[src/rtl/mode_controller.sv]
// mode_controller: button-driven user-interface sequencer for the alarm clock.
// Detects button rising edges, steps the five-state mode machine, issues
// one-cycle adjust / silence commands and drives display blink and hold.
module mode_controller #(
  parameter int unsigned TIMEOUT_S = 30
) (
  input  logic       clk,
  input  logic       rst,            // active-low, asynchronous
  input  logic       tick_1hz,
  input  logic       btn_c,
  input  logic       btn_u,
  input  logic       btn_d,
  input  logic       btn_l,
  input  logic       btn_r,
  input  logic       alarm_ringing,
  output logic [2:0] mode,
  output logic       adj_up,
  output logic       adj_dn,
  output logic       adj_field,
  output logic       adj_target,
  output logic       alarm_en,
  output logic       silence,
  output logic       hold_time,
  output logic       blink
);

  typedef enum logic [2:0] {
    M_CLOCK   = 3'd0,
    M_SET_HR  = 3'd1,
    M_SET_MIN = 3'd2,
    M_ALM_HR  = 3'd3,
    M_ALM_MIN = 3'd4
  } mode_t;

  localparam logic [7:0] IDLE_LAST = 8'(TIMEOUT_S - 1);

  // Button bit order used throughout: {c, u, d, l, r}
  localparam int B_C = 4;
  localparam int B_U = 3;
  localparam int B_D = 2;
  localparam int B_L = 1;
  localparam int B_R = 0;

  mode_t      mode_q, mode_d;
  logic [4:0] samp_q, samp_d;   // buttons sampled this edge
  logic [4:0] prev_q, prev_d;   // buttons sampled one edge earlier
  logic [7:0] idle_q, idle_d;
  logic       adj_up_q, adj_up_d;
  logic       adj_dn_q, adj_dn_d;
  logic       adj_field_q, adj_field_d;
  logic       adj_target_q, adj_target_d;
  logic       alarm_en_q, alarm_en_d;
  logic       silence_q, silence_d;
  logic       hold_time_q, hold_time_d;
  logic       blink_q, blink_d;

  logic [4:0] edges;
  logic       in_set;
  logic       action;

  // Next-state logic: pick at most one action per cycle, then idle timer and display decodes
  always_comb begin
    samp_d       = {btn_c, btn_u, btn_d, btn_l, btn_r};
    prev_d       = samp_q;
    mode_d       = mode_q;
    idle_d       = idle_q;
    adj_up_d     = 1'b0;
    adj_dn_d     = 1'b0;
    silence_d    = 1'b0;
    alarm_en_d   = alarm_en_q;
    blink_d      = blink_q;
    action       = 1'b0;
    edges        = samp_q & ~prev_q;
    in_set       = (mode_q != M_CLOCK);

    // Priority chain; edges that are meaningless in the current mode fall through
    if (edges[B_C] && alarm_ringing) begin
      silence_d = 1'b1;
      action    = 1'b1;
    end else if (edges[B_L] && in_set) begin
      mode_d = M_CLOCK;
      action = 1'b1;
    end else if (edges[B_C]) begin
      action = 1'b1;
      case (mode_q)
        M_CLOCK:   mode_d = M_SET_HR;
        M_SET_HR:  mode_d = M_SET_MIN;
        M_SET_MIN: mode_d = M_ALM_HR;
        M_ALM_HR:  mode_d = M_ALM_MIN;
        default:   mode_d = M_CLOCK;
      endcase
    end else if (edges[B_U] && in_set) begin
      adj_up_d = 1'b1;
      action   = 1'b1;
    end else if (edges[B_D] && in_set) begin
      adj_dn_d = 1'b1;
      action   = 1'b1;
    end else if (edges[B_R] && !in_set) begin
      alarm_en_d = ~alarm_en_q;
      action     = 1'b1;
    end

    // Idle timer: an accepted action beats a coincident tick
    if (action) begin
      idle_d = 8'd0;
    end else if (tick_1hz && in_set) begin
      if (idle_q == IDLE_LAST) begin
        mode_d = M_CLOCK;
        idle_d = 8'd0;
      end else begin
        idle_d = idle_q + 8'd1;
      end
    end

    // Blink restarts in the "on" phase whenever a set mode is entered
    if (mode_d == M_CLOCK) begin
      blink_d = 1'b0;
    end else if (mode_d != mode_q) begin
      blink_d = 1'b1;
    end else if (tick_1hz) begin
      blink_d = ~blink_q;
    end

    // Decodes taken from the next mode so they line up with the mode output
    adj_field_d  = (mode_d == M_SET_HR) || (mode_d == M_ALM_HR);
    adj_target_d = (mode_d == M_ALM_HR) || (mode_d == M_ALM_MIN);
    hold_time_d  = (mode_d == M_SET_HR) || (mode_d == M_SET_MIN);
  end

  // State registers; button history resets to "pressed" so a held button gives no edge
  always_ff @(posedge clk or negedge rst) begin
    if (!rst) begin
      mode_q       <= M_CLOCK;
      samp_q       <= 5'b11111;
      prev_q       <= 5'b11111;
      idle_q       <= 8'd0;
      adj_up_q     <= 1'b0;
      adj_dn_q     <= 1'b0;
      adj_field_q  <= 1'b0;
      adj_target_q <= 1'b0;
      alarm_en_q   <= 1'b0;
      silence_q    <= 1'b0;
      hold_time_q  <= 1'b0;
      blink_q      <= 1'b0;
    end else begin
      mode_q       <= mode_d;
      samp_q       <= samp_d;
      prev_q       <= prev_d;
      idle_q       <= idle_d;
      adj_up_q     <= adj_up_d;
      adj_dn_q     <= adj_dn_d;
      adj_field_q  <= adj_field_d;
      adj_target_q <= adj_target_d;
      alarm_en_q   <= alarm_en_d;
      silence_q    <= silence_d;
      hold_time_q  <= hold_time_d;
      blink_q      <= blink_d;
    end
  end

  assign mode       = mode_q;
  assign adj_up     = adj_up_q;
  assign adj_dn     = adj_dn_q;
  assign adj_field  = adj_field_q;
  assign adj_target = adj_target_q;
  assign alarm_en   = alarm_en_q;
  assign silence    = silence_q;
  assign hold_time  = hold_time_q;
  assign blink      = blink_q;

endmodule

[config.mk]
export PLATFORM = sky130hd
export DESIGN_NAME = mode_controller
export DESIGN_NICKNAME = d
export VERILOG_FILES = /design/src/rtl/mode_controller.sv
export SDC_FILE = /design/constraint.sdc
export NUM_CORES = 1
export LEC_CHECK = 0
export ABC_AREA = 1
export BUFFER_PORTS_ARGS = -buffer_cell sky130_fd_sc_hd__buf_4
export CAP_MARGIN = 20
export CORE_ASPECT_RATIO = 0.6
export CORE_MARGIN = 5
export CORE_UTILIZATION = 30
export DETAILED_ROUTE_END_ITERATION = 12
export PLACE_DENSITY = 0.52
export SLEW_MARGIN = 20
export SYNTH_ARGS = -nofsm -noshare
export SYNTH_HDL_FRONTEND = slang
export SYNTH_SLANG_ARGS = --single-unit
[constraint.sdc]
create_clock -name clk -period 2.9 [get_ports clk]
set_clock_uncertainty 0.2 [all_clocks]
set_input_delay 0.29 -clock clk [delete_from_list [all_inputs] [get_ports clk]]
set_output_delay 0.29 -clock clk [all_outputs]
set_load 0.005 [all_outputs]
# Word-level counts from Yosys, hierarchy flattened
# Index checks and enable logic that the tools add are counted.
# classes
n_addsub	1
n_eq_ne	9
mux	29
bitwise_logic	9
n_reduce_logical	16
# op_table
operator	count
two-way mux 8 bit	3
two-way mux 1 bit	19
two-way mux 3 bit	6
== test 3 x 2 -> 1 bit, second input constant	4
case mux 3 bit (4 select lines)	1
adder 8 x 1 -> 8 bit, second input constant	1
== test 8 x 5 -> 1 bit, second input constant	1
NOT 1 bit	7
== test 3 x 1 -> 1 bit, second input constant	2
logical AND 1 bit	6
zero test 3 bit	2
AND reduction 6 bit	1
nonzero test 3 bit	2
bitwise AND 5 bit	1
NOT 5 bit	1
== test 3 bit, second input constant	1
logical OR 1 bit	3
!= test 3 bit	1
nonzero test 2 bit	1
zero test 1 bit	1
# totals
reg_bits	29
inputBits	9
out_inout_bits	11
wordCells	76

# Longest topological paths before layout
# logic_depth
depth_word	13
depth_mapped	13
depth_no_buf	13

# Worst setup path before layout
# OpenSTA, ideal clock, no wires.
# synth_path
path_kind	reg2reg
startpoint	register samp_q[4], in the netlist prev_d[4]
endpoint	register blink_q, in the netlist blink
setup_time_ns	0.117
arrival_ns	1.421
required_ns	2.583
slack_ns	1.162
path_stages_with_launch	12
n_path_buf	0
period_less_slack_ns	1.738
path_cell_list	dfstp_2 nand2_1 nor2_1 inv_1 nand2_1 inv_1 nand2_1 nand2_1 nand2_2 nand2_1 nor2_1 nor2_1
# synth_between
elab_chain_len	10
elab_cells_between_ends	16
cone_classes	1 x eq/ne; 11 x mux; 1 x bitwise; 3 x reduce/logical
# synth_rtl
item	line_no	source
start, declared	45	logic [4:0] samp_q, samp_d;
start signal, assigned	147	samp_q <= samp_d;
bitwise AND 5 bit *	73	edges = samp_q & ~prev_q;
two-way mux 3 bit	83	end else if (edges[B_C]) begin
two-way mux 3 bit	80	end else if (edges[B_L] && in_set) begin
two-way mux 3 bit	77	if (edges[B_C] && alarm_ringing) begin
two-way mux 3 bit	107	if (idle_q == IDLE_LAST) begin
two-way mux 3 bit	106	end else if (tick_1hz && in_set) begin
two-way mux 3 bit *	104	if (action) begin
!= test 3 bit	118	end else if (mode_d != mode_q) begin
two-way mux 1 bit	118	
two-way mux 1 bit	116	if (mode_d == M_CLOCK) begin
end signal, assigned	157	blink_q <= blink_d;
end, declared	55	logic blink_q, blink_d;
# Mark *: on every way between the ends. The rest lies on a longest branch, timed or not.
# A chain may end at the register's enable or synchronous reset.

# Worst setup path in the final report
# Ends and elaborated chain as after synthesis.

==> out/metrics.cfg <==
[routing]
drtAntennaViolNets = 0
wl_mm = 2.93
route.detailed.drc = 0
via_per_inst = 4.28
wl_per_cell_um = 11.7
vias = 1069
firstDrtPassIters = 4
dr.first_iter.drc_count = 94

[yosys]
syn_area_mm2 = 0.00136
ys_ff_latch = 29
yosys-top-cells-area = dfrtp_1 (35%), dfstp_2 (19%), nand2_1 (9.4%), inv_1 (5.5%), nor2_1 (5.2%)
yosys.area.top_type = dfrtp_1
synth_cell_types = 26
synth_cells = 154
syn_area_per_cell_um2 = 8.86
yosysWarningCount = 0
ys_seq_area_share_pct = 54.1
synth_nets = 165
synth_top_area_share_pct = 34.9
async_reset_ff_share_pct = 100
ys.flop_type = dfrtp_1
synth_edf_count = 0

[timing]
timing.setup.tns_ns = 0
period_share_pct = 72.3
maxSlewViolCount = 0
slew_headroom_pct = 75.3
setup_viol = 0
rsz0062_at_grt = false
max_freq_ghz = 0.477
hold_viol = 0
worstMarginPinSlew_ns = 0.370
min_period_ns = 2.10

[finish]
antenna_cells = 0
stdcell_count = 250
final_nets = 197
layout-drive-gt1-share_pct = 29.9
area_growth_pct = 29.2

[placed_design]
gp_congestion = 0.907
dp_hpwl_mm = 2.19
dp_cells = 236
portBuffers = 19

[critical_path]
critical_path_arrival_ns = 2.07
path_common_cell = nand2_1
crit_path_start_kind = register
cp.required_ns = 2.88
worstSetupPathType = reg2reg
worstPathCellList = nand2_1, nor2_1, inv_1, nand2_1, o21ai_2, nand2_2, nand2_1, nand2_1, nand2_1, nor2_1, nor2_1
endpoint_kind = register
critPathMaxFanout = 5
slowest_stage = dfstp_2
cpPeakStageDelay_ns = 0.53
r2r_setup_slack_ns = 0.80

[clock_network]
clk_latency_ns = 0.28
cts_tree = yes
post_cts_buffers = 0
cts_inserted_buffers = 5
htreeDepth = 2
clockRootBuffer = clkbuf_8
clock-sinks = 29
clkTransAtPathRegs_ns = 0.06
cts.path.max_buffers = 2

[global_routing]
overflow = 0
antenna_found_initial = 0
grt_pass1_vias = 1082
grt_pass1_wl_mm = 5.11
grt_max_degree = 30
grt.met1_usage_pct = 14.9
met3_usage_pct = 3.47
top_usage_layer = met1
grtUsageTotal_pct = 10.8
grtUsageMet2_pct = 14.9

[hold_path]
hold_class = in2reg

[die]
row_count = 19
start_util_pct = 30.4
fp.dieH_um = 62.2
dieArea_mm2 = 0.00604
die_w_um = 97.0
coreArea_mm2 = 0.00449
ios = 20

[power_and_ir_drop]
max-vdd-ir-drop_mv = 0.253
powerDensity_mw_per_mm2 = 742
p_leak_uw = 0.000849

[outcome]
status = finished clean

[job]
max-cap-violations = 0

[routing by layer]
metal / up-vias / wire (um)
li1: 546 / -
met1: 498 / 1510
met2: 21 / 1240
met3: 4 / 121
met4: 0 / 58
met5: - / 0
[report_power, final]
group          switching [uW]  internal, uW  total (uW)
clock                     152           280         432
combinational             202           155         357
sequential               51.1           468         519
total                     405           903        1310
[cells in the final DEF, fill, tap and decap left out]
cell type      count
a21boi_2           1
a21oi_1            3
a31oi_1            1
buf_4             19
bufinv_16          1
clkbuf_1           1
clkbuf_8           6
dfrtp_1           19
dfstp_2           10
dlygate4sd3_1      6
ha_1               2
inv_1             20
inv_2              3
nand2_1           34
nand2_2            7
nand2_4            1
nand3_1            9
nand3_2            1
nand3_4            1
nand4_1            2
nor2_1            19
nor2_2             2
nor3_1             2
nor3_2             1
o21a_1             1
o21ai_0            4
o21ai_1            3
o21ai_2            3
o22ai_1            1
xnor2_1            2
xor2_1             2
[registers in the layout, indices dropped and copies added, names as in the netlist]
signal	flops
adj_field	1
silence	1
alarm_en	1
prev_d	5
mode	3
prev_q	5
blink	1
adj_target	1
idle_q	8
adj_dn	1
adj_up	1
hold_time	1
[stage by stage]
step / util [%] / setup WS [ns] / total power (uW) / hold slack [ns] / area, um^2
after floorplan: - / 1.16 / 738 / -0.206 / 1360
after global placement: 35.3 / 0.843 / 870 / 0.0381 / 1590
after detailed placement: 35.3 / 0.833 / 882 / 0.0384 / 1590
after CTS: 39.2 / 0.820 / 1330 / 0.0957 / 1760
after global routing: 39.2 / 0.662 / 1390 / 0.103 / 1760
final: 39.2 / 0.803 / 1310 / 0.115 / 1760
[cells by family after synthesis]
logic type / after synthesis / synth area share (%)
AOI/OAI and AO/OA: 17 / 7.89
xor gates and xnor gates: 4 / 2.57
adders and majority gates: 2 / 1.83
buffers and inverters: 23 / 6.33
DFF: 29 / 54.1
and+or+nand+nor: 79 / 27.2
[path summary, 6_finish.rpt]
| check | startpoint | end | cells after the start |
|---|---|---|---|
| worst max-delay path | prev_d[4] | blink | 11 |
| worst min-delay path | alarm_ringing | silence | 3 |
| worst min register to register | prev_d[1] | prev_q[1] | 0 |
| max in group asynchronous | rst | prev_q[0] | 2 |
| min in group asynchronous | rst | idle_q[0] | 2 |
| worst max register to register | prev_d[4] | blink | 11 |
[worst max-delay path: cells and delay by family (launching register included)]
kind	cells	cell delay (ns)
AO/OA/AOI/OAI	1	0.11
buffers and inverters	1	0.07
flip-flops	1	0.53
AND/OR/NAND/NOR	9	1.06
[synth_stat cells (2+ instances only)]
cell type	n
dfrtp_1	19
nand2_2	7
a21oi_1	3
nand4_1	2
ha_1	2
dfstp_2	10
o21ai_2	3
nand2_1	34
inv_2	3
nand3_1	9
inv_1	20
nor2_2	2
xor2_1	2
xnor2_1	2
o21ai_1	3
o21ai_0	4
nor3_1	2
nor2_1	19
[final cells by class]
type | instances | area [um^2]
fill | 432 | 2730
sequential | 29 | 738
multi-input combinational | 102 | 539
timing repair buffer | 25 | 203
clock buffer | 7 | 86.3
inverter | 23 | 86.3
tap | 63 | 78.8
clock inverter | 1 | 30.0
[what timing repair did]
item                      in CTS  in global routing
hold buffers                   6                  0
hold endpoints to repair      24                  0
resized for setup              0                  0
No activity file was read; power rests on OpenSTA's default activity.
